[config.mk]
export PLATFORM = sky130hd
export DESIGN_NAME = regfile_bist_flat
export DESIGN_NICKNAME = d
export VERILOG_FILES = /design/src/rtl/regfile_bist_if.sv /design/src/rtl/regfile_bist.sv /design/src/flat_wrapper.sv
export SDC_FILE = /design/constraint.sdc
export NUM_CORES = 1
export LEC_CHECK = 0
export BUFFER_PORTS_ARGS = -buffer_cell sky130_fd_sc_hd__buf_2
export CAP_MARGIN = 20
export CELL_PAD_IN_SITES_DETAIL_PLACEMENT = 1
export CELL_PAD_IN_SITES_GLOBAL_PLACEMENT = 1
export CORE_UTILIZATION = 37
export CTS_CLUSTER_SIZE = 12
export DETAILED_ROUTE_END_ITERATION = 12
export PLACE_DENSITY = 0.85
export SLEW_MARGIN = 15
export SYNTH_ARGS = -nofsm -noshare
export SYNTH_HDL_FRONTEND = slang
export SYNTH_SLANG_ARGS = --single-unit
[constraint.sdc]
create_clock -name Clk -period 10.05 [get_ports Clk]
set_input_delay 1.5075 -clock Clk [delete_from_list [all_inputs] [get_ports Clk]]
set_output_delay 1.5075 -clock Clk [all_outputs]
set_load 0.02 [all_outputs]
[src/rtl/regfile_bist_if.sv]
// Port bundle between the register-file BIST controller and its surroundings
// (start/status handshake plus the register file's write and read ports).
interface regfile_bist_if;
    logic        Start;
    logic        Busy;
    logic        Done;
    logic        Pass;
    logic [5:0]  FailCount;
    logic [4:0]  FailAddr;
    logic [1:0]  FailPhase;
    logic [31:0] ReadData1;
    logic [31:0] ReadData2;
    logic [31:0] WriteData;
    logic [4:0]  WriteRegister;
    logic        RegWrite;
    logic [4:0]  ReadRegister1;
    logic [4:0]  ReadRegister2;

    modport master (
        input  Start, ReadData1, ReadData2,
        output Busy, Done, Pass, FailCount, FailAddr, FailPhase,
        output WriteData, WriteRegister, RegWrite, ReadRegister1, ReadRegister2
    );

    modport slave (
        output Start, ReadData1, ReadData2,
        input  Busy, Done, Pass, FailCount, FailAddr, FailPhase,
        input  WriteData, WriteRegister, RegWrite, ReadRegister1, ReadRegister2
    );
endinterface

[src/rtl/regfile_bist.sv]
// Three-phase pattern BIST for a 32x32 register file with r0 hardwired to zero:
// write pattern, write inverted pattern, then a write-disabled pass that must not disturb data.
module regfile_bist #(
    parameter logic [31:0] PATTERN      = 32'hA5A55A5A,
    parameter bit          STOP_ON_FAIL = 1'b0
) (
    input logic            Clk,
    input logic            Reset,
    regfile_bist_if.master bus
);
    typedef enum logic [1:0] {S_IDLE, S_WR, S_RD, S_DONE} state_t;

    state_t      state_q, state_d;
    logic [4:0]  cnt_q, cnt_d;
    logic [1:0]  phase_q, phase_d;
    logic [5:0]  fail_count_q, fail_count_d;
    logic [4:0]  fail_addr_q, fail_addr_d;
    logic [1:0]  fail_phase_q, fail_phase_d;
    logic        busy_q, busy_d, done_q, done_d, pass_q, pass_d;
    logic [31:0] wdata_q, wdata_d;
    logic [4:0]  wreg_q, wreg_d, rd1_q, rd1_d, rd2_q, rd2_d;
    logic        regwrite_q, regwrite_d;
    logic        mis1, mis2;
    logic [6:0]  sum;

    function automatic logic [31:0] exp_val(input logic [1:0] p, input logic [4:0] r);
        logic [31:0] base;
        base = PATTERN ^ {27'd0, r};
        if (r == 5'd0)      return 32'd0;
        else if (p == 2'd0) return base;
        else                return ~base;
    endfunction

    // Compare against the addresses driven this cycle (the registered read-port outputs).
    assign mis1 = (state_q == S_RD) && (bus.ReadData1 != exp_val(phase_q, rd1_q));
    assign mis2 = (state_q == S_RD) && (bus.ReadData2 != exp_val(phase_q, rd2_q));
    assign sum  = {1'b0, fail_count_q} + 7'(mis1) + 7'(mis2);

    always_comb begin
        state_d      = state_q;
        cnt_d        = cnt_q;
        phase_d      = phase_q;
        fail_count_d = fail_count_q;
        fail_addr_d  = fail_addr_q;
        fail_phase_d = fail_phase_q;
        case (state_q)
            S_IDLE, S_DONE: begin
                if (bus.Start) begin
                    state_d      = S_WR;
                    cnt_d        = 5'd0;
                    phase_d      = 2'd0;
                    fail_count_d = 6'd0;
                    fail_addr_d  = 5'd0;
                    fail_phase_d = 2'd0;
                end
            end
            S_WR: begin
                cnt_d = cnt_q + 5'd1;
                if (cnt_q == 5'd31) begin
                    state_d = S_RD;
                    cnt_d   = 5'd0;
                end
            end
            S_RD: begin
                fail_count_d = (sum > 7'd63) ? 6'd63 : sum[5:0];
                if (fail_count_q == 6'd0 && (mis1 || mis2)) begin
                    fail_addr_d  = mis1 ? rd1_q : rd2_q;
                    fail_phase_d = phase_q;
                end
                cnt_d = cnt_q + 5'd1;
                if (cnt_q == 5'd15) begin
                    cnt_d = 5'd0;
                    if (phase_q == 2'd2) begin
                        state_d = S_DONE;
                    end else begin
                        state_d = S_WR;
                        phase_d = phase_q + 2'd1;
                    end
                end
                if (STOP_ON_FAIL && (mis1 || mis2)) state_d = S_DONE;
            end
            default: state_d = S_IDLE;
        endcase
    end

    // Port outputs are derived from the next state so they are registered yet aligned with it.
    always_comb begin
        busy_d     = (state_d == S_WR) || (state_d == S_RD);
        done_d     = (state_d == S_DONE);
        pass_d     = done_d && (fail_count_d == 6'd0);
        wdata_d    = 32'd0;
        wreg_d     = 5'd0;
        regwrite_d = 1'b0;
        rd1_d      = 5'd0;
        rd2_d      = 5'd0;
        if (state_d == S_WR) begin
            wreg_d     = cnt_d;
            wdata_d    = (phase_d == 2'd1) ? ~(PATTERN ^ {27'd0, cnt_d}) : (PATTERN ^ {27'd0, cnt_d});
            regwrite_d = (phase_d != 2'd2);
        end
        if (state_d == S_RD) begin
            rd1_d = {cnt_d[3:0], 1'b0};
            rd2_d = {cnt_d[3:0], 1'b1};
        end
    end

    always_ff @(posedge Clk or posedge Reset) begin
        if (Reset) begin
            state_q      <= S_IDLE;
            cnt_q        <= 5'd0;
            phase_q      <= 2'd0;
            fail_count_q <= 6'd0;
            fail_addr_q  <= 5'd0;
            fail_phase_q <= 2'd0;
            busy_q       <= 1'b0;
            done_q       <= 1'b0;
            pass_q       <= 1'b0;
            wdata_q      <= 32'd0;
            wreg_q       <= 5'd0;
            regwrite_q   <= 1'b0;
            rd1_q        <= 5'd0;
            rd2_q        <= 5'd0;
        end else begin
            state_q      <= state_d;
            cnt_q        <= cnt_d;
            phase_q      <= phase_d;
            fail_count_q <= fail_count_d;
            fail_addr_q  <= fail_addr_d;
            fail_phase_q <= fail_phase_d;
            busy_q       <= busy_d;
            done_q       <= done_d;
            pass_q       <= pass_d;
            wdata_q      <= wdata_d;
            wreg_q       <= wreg_d;
            regwrite_q   <= regwrite_d;
            rd1_q        <= rd1_d;
            rd2_q        <= rd2_d;
        end
    end

    assign bus.Busy          = busy_q;
    assign bus.Done          = done_q;
    assign bus.Pass          = pass_q;
    assign bus.FailCount     = fail_count_q;
    assign bus.FailAddr      = fail_addr_q;
    assign bus.FailPhase     = fail_phase_q;
    assign bus.WriteData     = wdata_q;
    assign bus.WriteRegister = wreg_q;
    assign bus.RegWrite      = regwrite_q;
    assign bus.ReadRegister1 = rd1_q;
    assign bus.ReadRegister2 = rd2_q;
endmodule

[src/flat_wrapper.sv]
// flat-port wrapper written by rule: the top's interface ports become plain ports
module regfile_bist_flat 
#(
    parameter logic [31:0] PATTERN      = 32'hA5A55A5A,
    parameter bit          STOP_ON_FAIL = 1'b0
)
  (Clk, Reset, bus_Start, bus_ReadData1, bus_ReadData2, bus_Busy, bus_Done, bus_Pass, bus_FailCount, bus_FailAddr, bus_FailPhase, bus_WriteData, bus_WriteRegister, bus_RegWrite, bus_ReadRegister1, bus_ReadRegister2);
  regfile_bist_if bus_i ();
  input logic Clk;
  input logic Reset;
  input wire logic [$bits(bus_i.Start)-1:0] bus_Start;
  input wire logic [$bits(bus_i.ReadData1)-1:0] bus_ReadData1;
  input wire logic [$bits(bus_i.ReadData2)-1:0] bus_ReadData2;
  output wire logic [$bits(bus_i.Busy)-1:0] bus_Busy;
  output wire logic [$bits(bus_i.Done)-1:0] bus_Done;
  output wire logic [$bits(bus_i.Pass)-1:0] bus_Pass;
  output wire logic [$bits(bus_i.FailCount)-1:0] bus_FailCount;
  output wire logic [$bits(bus_i.FailAddr)-1:0] bus_FailAddr;
  output wire logic [$bits(bus_i.FailPhase)-1:0] bus_FailPhase;
  output wire logic [$bits(bus_i.WriteData)-1:0] bus_WriteData;
  output wire logic [$bits(bus_i.WriteRegister)-1:0] bus_WriteRegister;
  output wire logic [$bits(bus_i.RegWrite)-1:0] bus_RegWrite;
  output wire logic [$bits(bus_i.ReadRegister1)-1:0] bus_ReadRegister1;
  output wire logic [$bits(bus_i.ReadRegister2)-1:0] bus_ReadRegister2;
  assign bus_i.Start = bus_Start;
  assign bus_i.ReadData1 = bus_ReadData1;
  assign bus_i.ReadData2 = bus_ReadData2;
  assign bus_Busy = bus_i.Busy;
  assign bus_Done = bus_i.Done;
  assign bus_Pass = bus_i.Pass;
  assign bus_FailCount = bus_i.FailCount;
  assign bus_FailAddr = bus_i.FailAddr;
  assign bus_FailPhase = bus_i.FailPhase;
  assign bus_WriteData = bus_i.WriteData;
  assign bus_WriteRegister = bus_i.WriteRegister;
  assign bus_RegWrite = bus_i.RegWrite;
  assign bus_ReadRegister1 = bus_i.ReadRegister1;
  assign bus_ReadRegister2 = bus_i.ReadRegister2;
  regfile_bist #(.PATTERN(PATTERN), .STOP_ON_FAIL(STOP_ON_FAIL)) u_core (.Clk(Clk), .Reset(Reset), .bus(bus_i));
endmodule
==> out/qor.log, run 1 <==
INFO  timing         total_neg_setup_slack=0ps
INFO  clocking       cts.root.buffer_cell=sky130_fd_sc_hd__clkbuf_8
INFO  drt            drc=0
INFO  drt            drt_first_iter_violations=109
INFO  floorplan      pin_count=131
INFO  cells_and_area area.growth.synth_to_final=19.76%
INFO  clocking       clk_transition_reported_paths=80ps
INFO  timing         timing.slew.headroom=41.45%
INFO  timing         finalSetupViolations=0
INFO  synthesis      syn-instance-count=338
INFO  clocking       post-cts-setup-buffer-count=0
INFO  floorplan      initial_core_util=38.40%
INFO  cells_and_area fillerInstances=977
INFO  clocking       post_cts_resized=0
INFO  critical_path  setup.reg_to_reg.worst_slack=6150ps
INFO  run            drv_cap=0
INFO  cells_and_area post_route_cells_drive_above_1_share=33.26%
INFO  cells_and_area area_taken_by_flip_flops_and_latches=0.001076sqmm
INFO  synthesis      synth_top_cells_by_area=sky130_fd_sc_hd__dfrtp_1 (36%), sky130_fd_sc_hd__buf_4 (7.6%), sky130_fd_sc_hd__ha_1 (5.0%)
INFO  timing         timing_hold_violations_final=0
INFO  critical_path  crit_chain=buf_2, or4_1, a21oi_1, o21ai_0, a221oi_2, nand4_2, nand2_1, fa_1, inv_1, ha_1, nand3_1, nor2_1, a21oi_1, o22ai_1, a22o_1, nor2_1, and3_1
INFO  timing         timing.final.crit_share=42.81%
INFO  drt            via_per_inst=5.288
INFO  synthesis      synthDistinctLibCells=57
INFO  power          vdd_ir_drop_max=0.04935mV
INFO  outcome        run_status=completed
INFO  drt            routed_wire_length_per_instance=15.87um
INFO  drt            detailroute.via_count=2845
INFO  grt            grt_max_degree=44
INFO  timing         rsz0062_at_grt=no
INFO  timing         highest_attainable_clock_frequency=232.4MHz
INFO  critical_path  timing.critical_path.arrival=4530ps
INFO  cells_and_area antenna-diode-count=0
INFO  drt            drtPass1Iterations=4
INFO  grt            grt_use_total=20.67%
INFO  synthesis      post-synth-top-area-cell=sky130_fd_sc_hd__dfrtp_1
INFO  clocking       cts_max_path_buffers=2
INFO  power          power_density=86.29mW/mm^2
INFO  cells_and_area nets=515
INFO  clocking       cts_tree=yes
INFO  place          routabilityCongestion=0.8834
INFO  grt            wire_length_of_the_first_global_routing_pass=14100um
INFO  power          cellLeakagePower=1.782nW
INFO  drt            ant_nets=0
INFO  synthesis      synth_nets=418
INFO  hold_path      min_path_type=flop to flop
INFO  floorplan      die_w=91.79um
INFO  timing         max_slew.worst_pin.slew=878.2ps
INFO  clocking       tritoncts.num_buffers=5
INFO  synthesis      synth_seq_cells=43
INFO  clocking       number_of_clock_sinks=43
INFO  timing         whs=532.7ps
INFO  drt            routed_wire_length=8537um
INFO  synthesis      synth-async-reset-ratio=100.0%
INFO  clocking       htreeDepth=2
INFO  critical_path  critical_path.max_fanout=5
INFO  grt            grt-ovfl-total=0
INFO  floorplan      design.core.area=0.007767sqmm
INFO  cells_and_area final-instance-count-excl-fill=538
INFO  place          buffer_ports.inserted=129
INFO  critical_path  critPathLaunchType=input port
INFO  synthesis      post_synthesis_instance_area=0.002983sqmm
INFO  synthesis      yosys_warnings=0
INFO  clocking       worst_skew_pair.late_latency=290ps
INFO  floorplan      die_y=91.79um
INFO  synthesis      synth-seq-area-share=36.07%
INFO  critical_path  required=10280ps
INFO  synthesis      synthDominantCellAreaShare=36.07%
INFO  timing         period_needed=4302ps
INFO  timing         layout_setup_ws=5748ps
INFO  place          pre_cts_ws=5507ps
INFO  synthesis      syn-mean-instance-area=8.825squm
INFO  grt            vias_in_the_first_global_route=2931
INFO  critical_path  worst-setup-path-type=input port to flop
INFO  grt            grt_antenna_before_repair=0
INFO  critical_path  cp_slowest_stage_delay=550ps
INFO  place          placement.cell_area=0.003483sqmm
INFO  critical_path  timing.critical_path.to_type=flop
INFO  timing         slew_violations=0
INFO  synthesis      postSynth.topFlopCell=sky130_fd_sc_hd__dfrtp_1
INFO  timing         final.setup_skew=6.752ps
INFO  place          dp_hpwl=6691um
INFO  cells_and_area post-route-cell-area=0.003572sqmm
INFO  clocking       cts_hold_buf=0
INFO  critical_path  cp_slowest_cell=sky130_fd_sc_hd__or4_1
INFO  synthesis      synth_enable_flop_cells=0
INFO  cells_and_area multi_input_gate_area_in_the_final_layout=0.001525sqmm
INFO  floorplan      fp.dieArea=0.008424sqmm
INFO  place          placed_cells=530
INFO  floorplan      placement_rows=32
==> power breakdown <==
part | leakage [nW] | switching (mW) | internal, mW
logic | 1.20 | 0.0144 | 0.0126
clock network | 0.0402 | 0.0601 | 0.0484
registers | 0.537 | 0.0000000278 | 0.173
==> through the flow <==
stage	power (mW)	util, %
after floorplan	0.1847	-
after global placement	0.2020	44.85
after detailed placement	0.2033	44.85
after CTS	0.3115	45.99
after global routing	0.3219	45.99
final	0.3082	45.99
==> per-layer routing <==
| layer | routed length [um] | track usage (%) | share of wire, % | up-vias |
|---|---|---|---|---|
| li1 | - | - | - | 1363 |
| met1 | 3645 | 25.75 | 43 | 1392 |
| met2 | 4455 | 38.53 | 52 | 81 |
| met3 | 346 | 1.824 | 4.1 | 9 |
| met4 | 90 | 4.688 | 1.1 | 0 |
| met5 | 0 | 0 | 0 | - |
==> cell usage in the layout, fill, tap and decap left out, types with 5 or more instances in the layout <==
cell	netlist	layout
sky130_fd_sc_hd__buf_2	2	129
sky130_fd_sc_hd__dfrtp_1	43	43
sky130_fd_sc_hd__nor4_1	8	8
sky130_fd_sc_hd__xor2_1	5	5
sky130_fd_sc_hd__ha_1	12	12
sky130_fd_sc_hd__nor3_1	11	11
sky130_fd_sc_hd__xnor2_1	5	5
sky130_fd_sc_hd__inv_1	27	27
sky130_fd_sc_hd__clkbuf_8	0	5
sky130_fd_sc_hd__a22o_1	6	6
sky130_fd_sc_hd__nand2_1	25	25
sky130_fd_sc_hd__o21ai_0	14	14
sky130_fd_sc_hd__mux2i_1	8	8
sky130_fd_sc_hd__o22ai_1	5	5
sky130_fd_sc_hd__or4_1	6	6
sky130_fd_sc_hd__a21oi_1	12	12
sky130_fd_sc_hd__nand3_1	7	7
sky130_fd_sc_hd__nor2_1	22	22
sky130_fd_sc_hd__nor2b_1	9	9
sky130_fd_sc_hd__nand4_1	12	12
sky130_fd_sc_hd__and2_1	11	11
==> final timing paths <==
check	from	to	depth (start not counted)
min in group asynchronous	Reset	u_core.cnt_q[2]	3
worst min-delay path	u_core.bus.FailAddr[4]	u_core.bus.FailAddr[4]	2
worst max-delay path	bus_ReadData1[16]	u_core.bus.Pass	17
worst max register to register	u_core.phase_q[1]	u_core.bus.Pass	17
max in group asynchronous	Reset	u_core.bus.FailCount[0]	3
worst min register to register	u_core.bus.FailAddr[4]	u_core.bus.FailAddr[4]	2
==> cells in the mapped netlist (all sizes together) (2+ instances only) <==
library cell,number
mux2i,8
ha,12
a21oi,12
a22oi,2
buf,34
o21ai,17
o311ai,2
nor3,11
xor2,5
a221oi,3
a31oi,3
inv,27
a22o,6
nand3b,4
o41ai,2
dfrtp,43
nand4,13
a21o,3
xnor2,5
nor4,9
nand2b,4
o22ai,6
nand2,25
nand3,7
and3,2
or4,7
clkbuf,6
nor2b,9
and2,11
nor2,23
==> sequential cells by signal, summed over array words and instances (netlist names), 2 cells and up <==
name                      cells
u_core.bus.WriteRegister      5
u_core.bus.FailPhase          2
u_core.phase_q                2
u_core.bus.WriteData          7
u_core.state_q                2
u_core.bus.FailAddr           5
u_core.bus.ReadRegister2      4
u_core.bus.FailCount          6
u_core.cnt_q                  5
==> cell families after synthesis <==
| logic type | share of synthesized area, % |
|---|---|
| AND/OR/NAND/NOR | 24.58 |
| buffers and inverters | 12.79 |
| AO/OA/AOI/OAI | 15.10 |
| flip-flops | 36.07 |
| adder cells (fa/ha/maj) | 5.705 |
| XOR/XNOR | 2.936 |
| multiplexers | 2.685 |
| other | 0.1257 |
==> critical path: cells and delay by family <==
family / cells / cell delay, ps
adders and majority gates: 2 / 400
and+or+nand+nor: 7 / 1430
AOI/OAI and AO/OA: 6 / 1040
buffers and inverters: 2 / 160
==> final cells by class <==
class	count	area share, %
multi-input combinational	228	42.70
clock buffer	5	1.926
timing repair buffer	130	18.28
clock inverter	3	0.5604
inverter	27	2.837
sequential	43	30.12
tap	102	3.573
Power figures use the tool's default switching activity.
==> run 2, diff against run 1 <==
--- a/config.mk
+++ b/config.mk
@@ -9,10 +9,10 @@
 export CAP_MARGIN = 20
 export CELL_PAD_IN_SITES_DETAIL_PLACEMENT = 1
 export CELL_PAD_IN_SITES_GLOBAL_PLACEMENT = 1
-export CORE_UTILIZATION = 37
+export CORE_UTILIZATION = 31
 export CTS_CLUSTER_SIZE = 12
 export DETAILED_ROUTE_END_ITERATION = 12
-export PLACE_DENSITY = 0.85
+export PLACE_DENSITY = 0.76
 export SLEW_MARGIN = 15
 export SYNTH_ARGS = -nofsm -noshare
 export SYNTH_HDL_FRONTEND = slang
==> constraint.sdc (replaced) <==
create_clock -name Clk -period 3.5 [get_ports Clk]
set_input_delay 0.525 -clock Clk [delete_from_list [all_inputs] [get_ports Clk]]
set_output_delay 0.525 -clock Clk [all_outputs]
set_load 0.02 [all_outputs]
==> run 2 against run 1 <==
Non-clock buffer count rose by 12. Core utilization is 5.4 points lower. Routed wire length up 3.0%. Largest cell class unchanged. Highest routed layer unchanged.
==> out/qor.log, run 2 (same netlist as run 1, synthesis figures left out) <==
INFO  timing         finalSetupViolations=0 [unchanged]
INFO  timing         timing.slew.headroom=57.01% [+16 points]
INFO  clocking       worst_skew_pair.late_latency=300ps [about the same]
INFO  critical_path  timing.critical_path.to_type=flop
INFO  critical_path  timing.reg2reg.worst_path_depth=19 [+2]
INFO  power          fin_total_pwr=0.9005mW [+190%]
INFO  drt            via_per_inst=4.957 [-6.3%]
INFO  floorplan      fp.dieArea=0.01002sqmm [+19%]
INFO  grt            grt_use_total=17.63% [-3.0 points]
INFO  critical_path  r2r-start=u_core.phase_q[1]
INFO  grt            grt_antenna_before_repair=0 [unchanged]
INFO  grt            vias_in_the_first_global_route=3005 [+2.5%]
INFO  power          vdd_ir_drop_max=0.1365mV [+180%]
INFO  power          cellLeakagePower=1.852nW [+3.9%]
INFO  timing         period_needed=3279ps
INFO  timing         final.setup_skew=4.531ps [-2.221 ps]
INFO  clocking       clk_transition_reported_paths=90ps [about the same]
INFO  power          power_density=239.1mW/mm^2 [+180%]
INFO  outcome        run_status=completed
INFO  grt            wire_length_of_the_first_global_routing_pass=14240um [+0.98%]
INFO  drt            drtPass1Iterations=4 [unchanged]
INFO  clocking       cts_hold_buf=0 [unchanged]
INFO  power          power.switching_fraction=25.03% [+0.87 points]
INFO  critical_path  setup.reg_to_reg.worst_slack=220ps [-5930 ps]
INFO  floorplan      die_y=100.1um [+9.0%]
INFO  cells_and_area nets=527 [+2.3%]
INFO  timing         layout_setup_ws=221.1ps [-5527 ps]
INFO  clocking       number_of_clock_sinks=43 [unchanged]
INFO  power          share_clk_of_total_power=36.2% [+1.0 points]
INFO  cells_and_area area.growth.synth_to_final=26.26%
INFO  floorplan      pin_count=131 [unchanged]
INFO  cells_and_area layout_commonest_cell=sky130_fd_sc_hd__buf_2
INFO  drt            routed_wire_length=8789um [+3.0%]
INFO  cells_and_area layout.cells.most_common_list=sky130_fd_sc_hd__buf_2 (129), sky130_fd_sc_hd__dfrtp_1 (43), sky130_fd_sc_hd__inv_1 (25), sky130_fd_sc_hd__nand2_1 (25), sky130_fd_sc_hd__nor2_1 (21)
INFO  drt            detailroute.via_count=2860 [+0.53%]
INFO  timing         slew_violations=0 [unchanged]
INFO  power          power.share.sequential=55.1% [-1.0 points]
INFO  floorplan      design.core.area=0.009284sqmm [+20%]
INFO  critical_path  reg2reg_to=u_core.bus.Pass
INFO  critical_path  critical_path.max_fanout=24 [+19]
INFO  critical_path  required=3740ps [-6540 ps]
INFO  floorplan      placement_rows=35 [+9.4%]
INFO  timing         total_neg_setup_slack=0ps [unchanged]
INFO  place          placement.cell_area=0.003597sqmm [+3.3%]
INFO  critical_path  worst-setup-path-type=flop to flop
INFO  cells_and_area post-route-cell-area=0.003766sqmm [+5.4%]
INFO  grt            grt-ovfl-total=0 [unchanged]
INFO  place          placed_cells=566 [+6.8%]
INFO  floorplan      initial_core_util=32.13% [-6.3 points]
INFO  grt            grt_max_degree=44 [unchanged]
INFO  cells_and_area final-instance-count-excl-fill=577 [+7.2%]
INFO  critical_path  critPathLaunchType=flop
INFO  cells_and_area largest_reg_flops=7 [unchanged]
INFO  place          dp_hpwl=6927um [+3.5%]
INFO  power          combPwrFrac=8.7% [about the same]
INFO  critical_path  timing.critical_path.arrival=3520ps [-1010 ps]
INFO  cells_and_area post_route_cells_drive_above_1_share=36.61% [+3.4 points]
INFO  drt            routed_wire_length_per_instance=15.23um [-4.0%]
INFO  cells_and_area antenna-diode-count=0 [unchanged]
INFO  clocking       cts_max_path_buffers=2 [unchanged]
INFO  clocking       tritoncts.num_buffers=5 [unchanged]
INFO  place          routabilityCongestion=0.8606 [-2.6%]
INFO  hold_path      min_path_type=input port to async pin
INFO  clocking       cts.root.buffer_cell=sky130_fd_sc_hd__clkbuf_8
INFO  floorplan      die_w=100.1um [+9.0%]
INFO  clocking       cts_tree=yes
INFO  place          buffer_ports.inserted=129 [unchanged]
INFO  power          internal_power=0.6751mW [+190%]
INFO  power          total_switching_power=0.2254mW [+200%]
INFO  run            drv_cap=0 [unchanged]
INFO  drt            drc=0 [unchanged]
INFO  drt            ant_nets=0 [unchanged]
INFO  timing         max_slew.worst_pin.slew=642.4ps [-235.8 ps]
INFO  drt            drt_first_iter_violations=43 [-61%]
INFO  timing         timing.final.crit_share=93.68%
INFO  place          pre_cts_ws=-81.11ps [-5588 ps]
INFO  timing         timing_hold_violations_final=0 [unchanged]
INFO  clocking       htreeDepth=2 [unchanged]
INFO  timing         highest_attainable_clock_frequency=305.0MHz
run 2: cell types whose count changed in the layout (fill, tap and decap cells not counted), moves of 2 or more:
| cell | change |
|---|---|
| sky130_fd_sc_hd__buf_4 | +11 |
| sky130_fd_sc_hd__clkinv_4 | +2 |
| sky130_fd_sc_hd__ha_1 | -2 |
| sky130_fd_sc_hd__ha_2 | +2 |
| sky130_fd_sc_hd__inv_1 | -2 |
| sky130_fd_sc_hd__nor2_4 | +2 |
run 2: power by group through the flow:
| stage | clock [mW] | combinational [mW] | sequential (mW) |
|---|---|---|---|
| finish | 0.326 | 0.0786 | 0.496 |
| global placement | 0 | 0.0743 | 0.506 |
| floorplan | 0 | 0.0241 | 0.506 |
| detailed placement | 0 | 0.0790 | 0.506 |
| global route | 0.354 | 0.0873 | 0.496 |
| CTS | 0.337 | 0.0792 | 0.496 |
run 2: what timing repair did:
item	4_1_cts	5_1_grt
resized for setup	0	12
setup endpoints to repair	0	2
setup buffers	0	3
run 2: through the flow:
stage	hold WS, ps	util, %
5_1_grt	387.0	40.57
4_1_cts	362.7	39.76
6_report	348.9	40.57
3_3_place_gp	519.6	38.75
3_5_place_dp	530.2	38.75
2_1_floorplan	495.8	-
run 2: metal layers:
metal | global-route usage [%] | wire length (um)
met2 | 32.41 | 4477
met1 | 21.74 | 3911
met4 | 3.679 | 66
met3 | 2.786 | 334
met5 | 0 | 0
run 2: cell type report:
| cell class | count | area [sq um] |
|---|---|---|
| Fill cell | 1168 | 5518 |
| Multi-Input combinational cell | 228 | 1578 |
| Sequential cell | 43 | 1076 |
| Timing Repair Buffer | 142 | 755.7 |
| Tap cell | 129 | 161.4 |
| Inverter | 27 | 101.3 |
| Clock buffer | 5 | 68.82 |
| Clock inverter | 3 | 25.02 |
run 2: worst max-delay path by stage:
| stage | cells past startpoint | start | to |
|---|---|---|---|
| floorplan | 18 | u_core.bus.ReadRegister2[1] | u_core.bus.Pass |
| global placement | 17 | bus_ReadData1[16] | u_core.bus.Pass |
| detailed placement | 17 | bus_ReadData1[16] | u_core.bus.Pass |
| CTS | 19 | u_core.phase_q[1] | u_core.bus.Pass |
| global route | 18 | u_core.phase_q[1] | u_core.bus.Pass |
| finish | 19 | u_core.phase_q[1] | u_core.bus.Pass |
run 2: worst max-delay path, stage by stage, from the launching register on:
cell and delay (ps):
sky130_fd_sc_hd__dfrtp_1 390, sky130_fd_sc_hd__inv_1 100, sky130_fd_sc_hd__ha_2 210, sky130_fd_sc_hd__buf_12 160
sky130_fd_sc_hd__nor4bb_1 300, sky130_fd_sc_hd__a31oi_1 70, sky130_fd_sc_hd__o32a_1 190, sky130_fd_sc_hd__a221oi_2 210
sky130_fd_sc_hd__nand4_2 150, sky130_fd_sc_hd__nand2_1 110, sky130_fd_sc_hd__fa_1 200, sky130_fd_sc_hd__inv_1 50
sky130_fd_sc_hd__ha_2 190, sky130_fd_sc_hd__nand3_4 120, sky130_fd_sc_hd__nor2_4 50, sky130_fd_sc_hd__a21oi_1 110
sky130_fd_sc_hd__o22ai_1 100, sky130_fd_sc_hd__a22o_1 230, sky130_fd_sc_hd__nor2_1 100, sky130_fd_sc_hd__and3_1 160
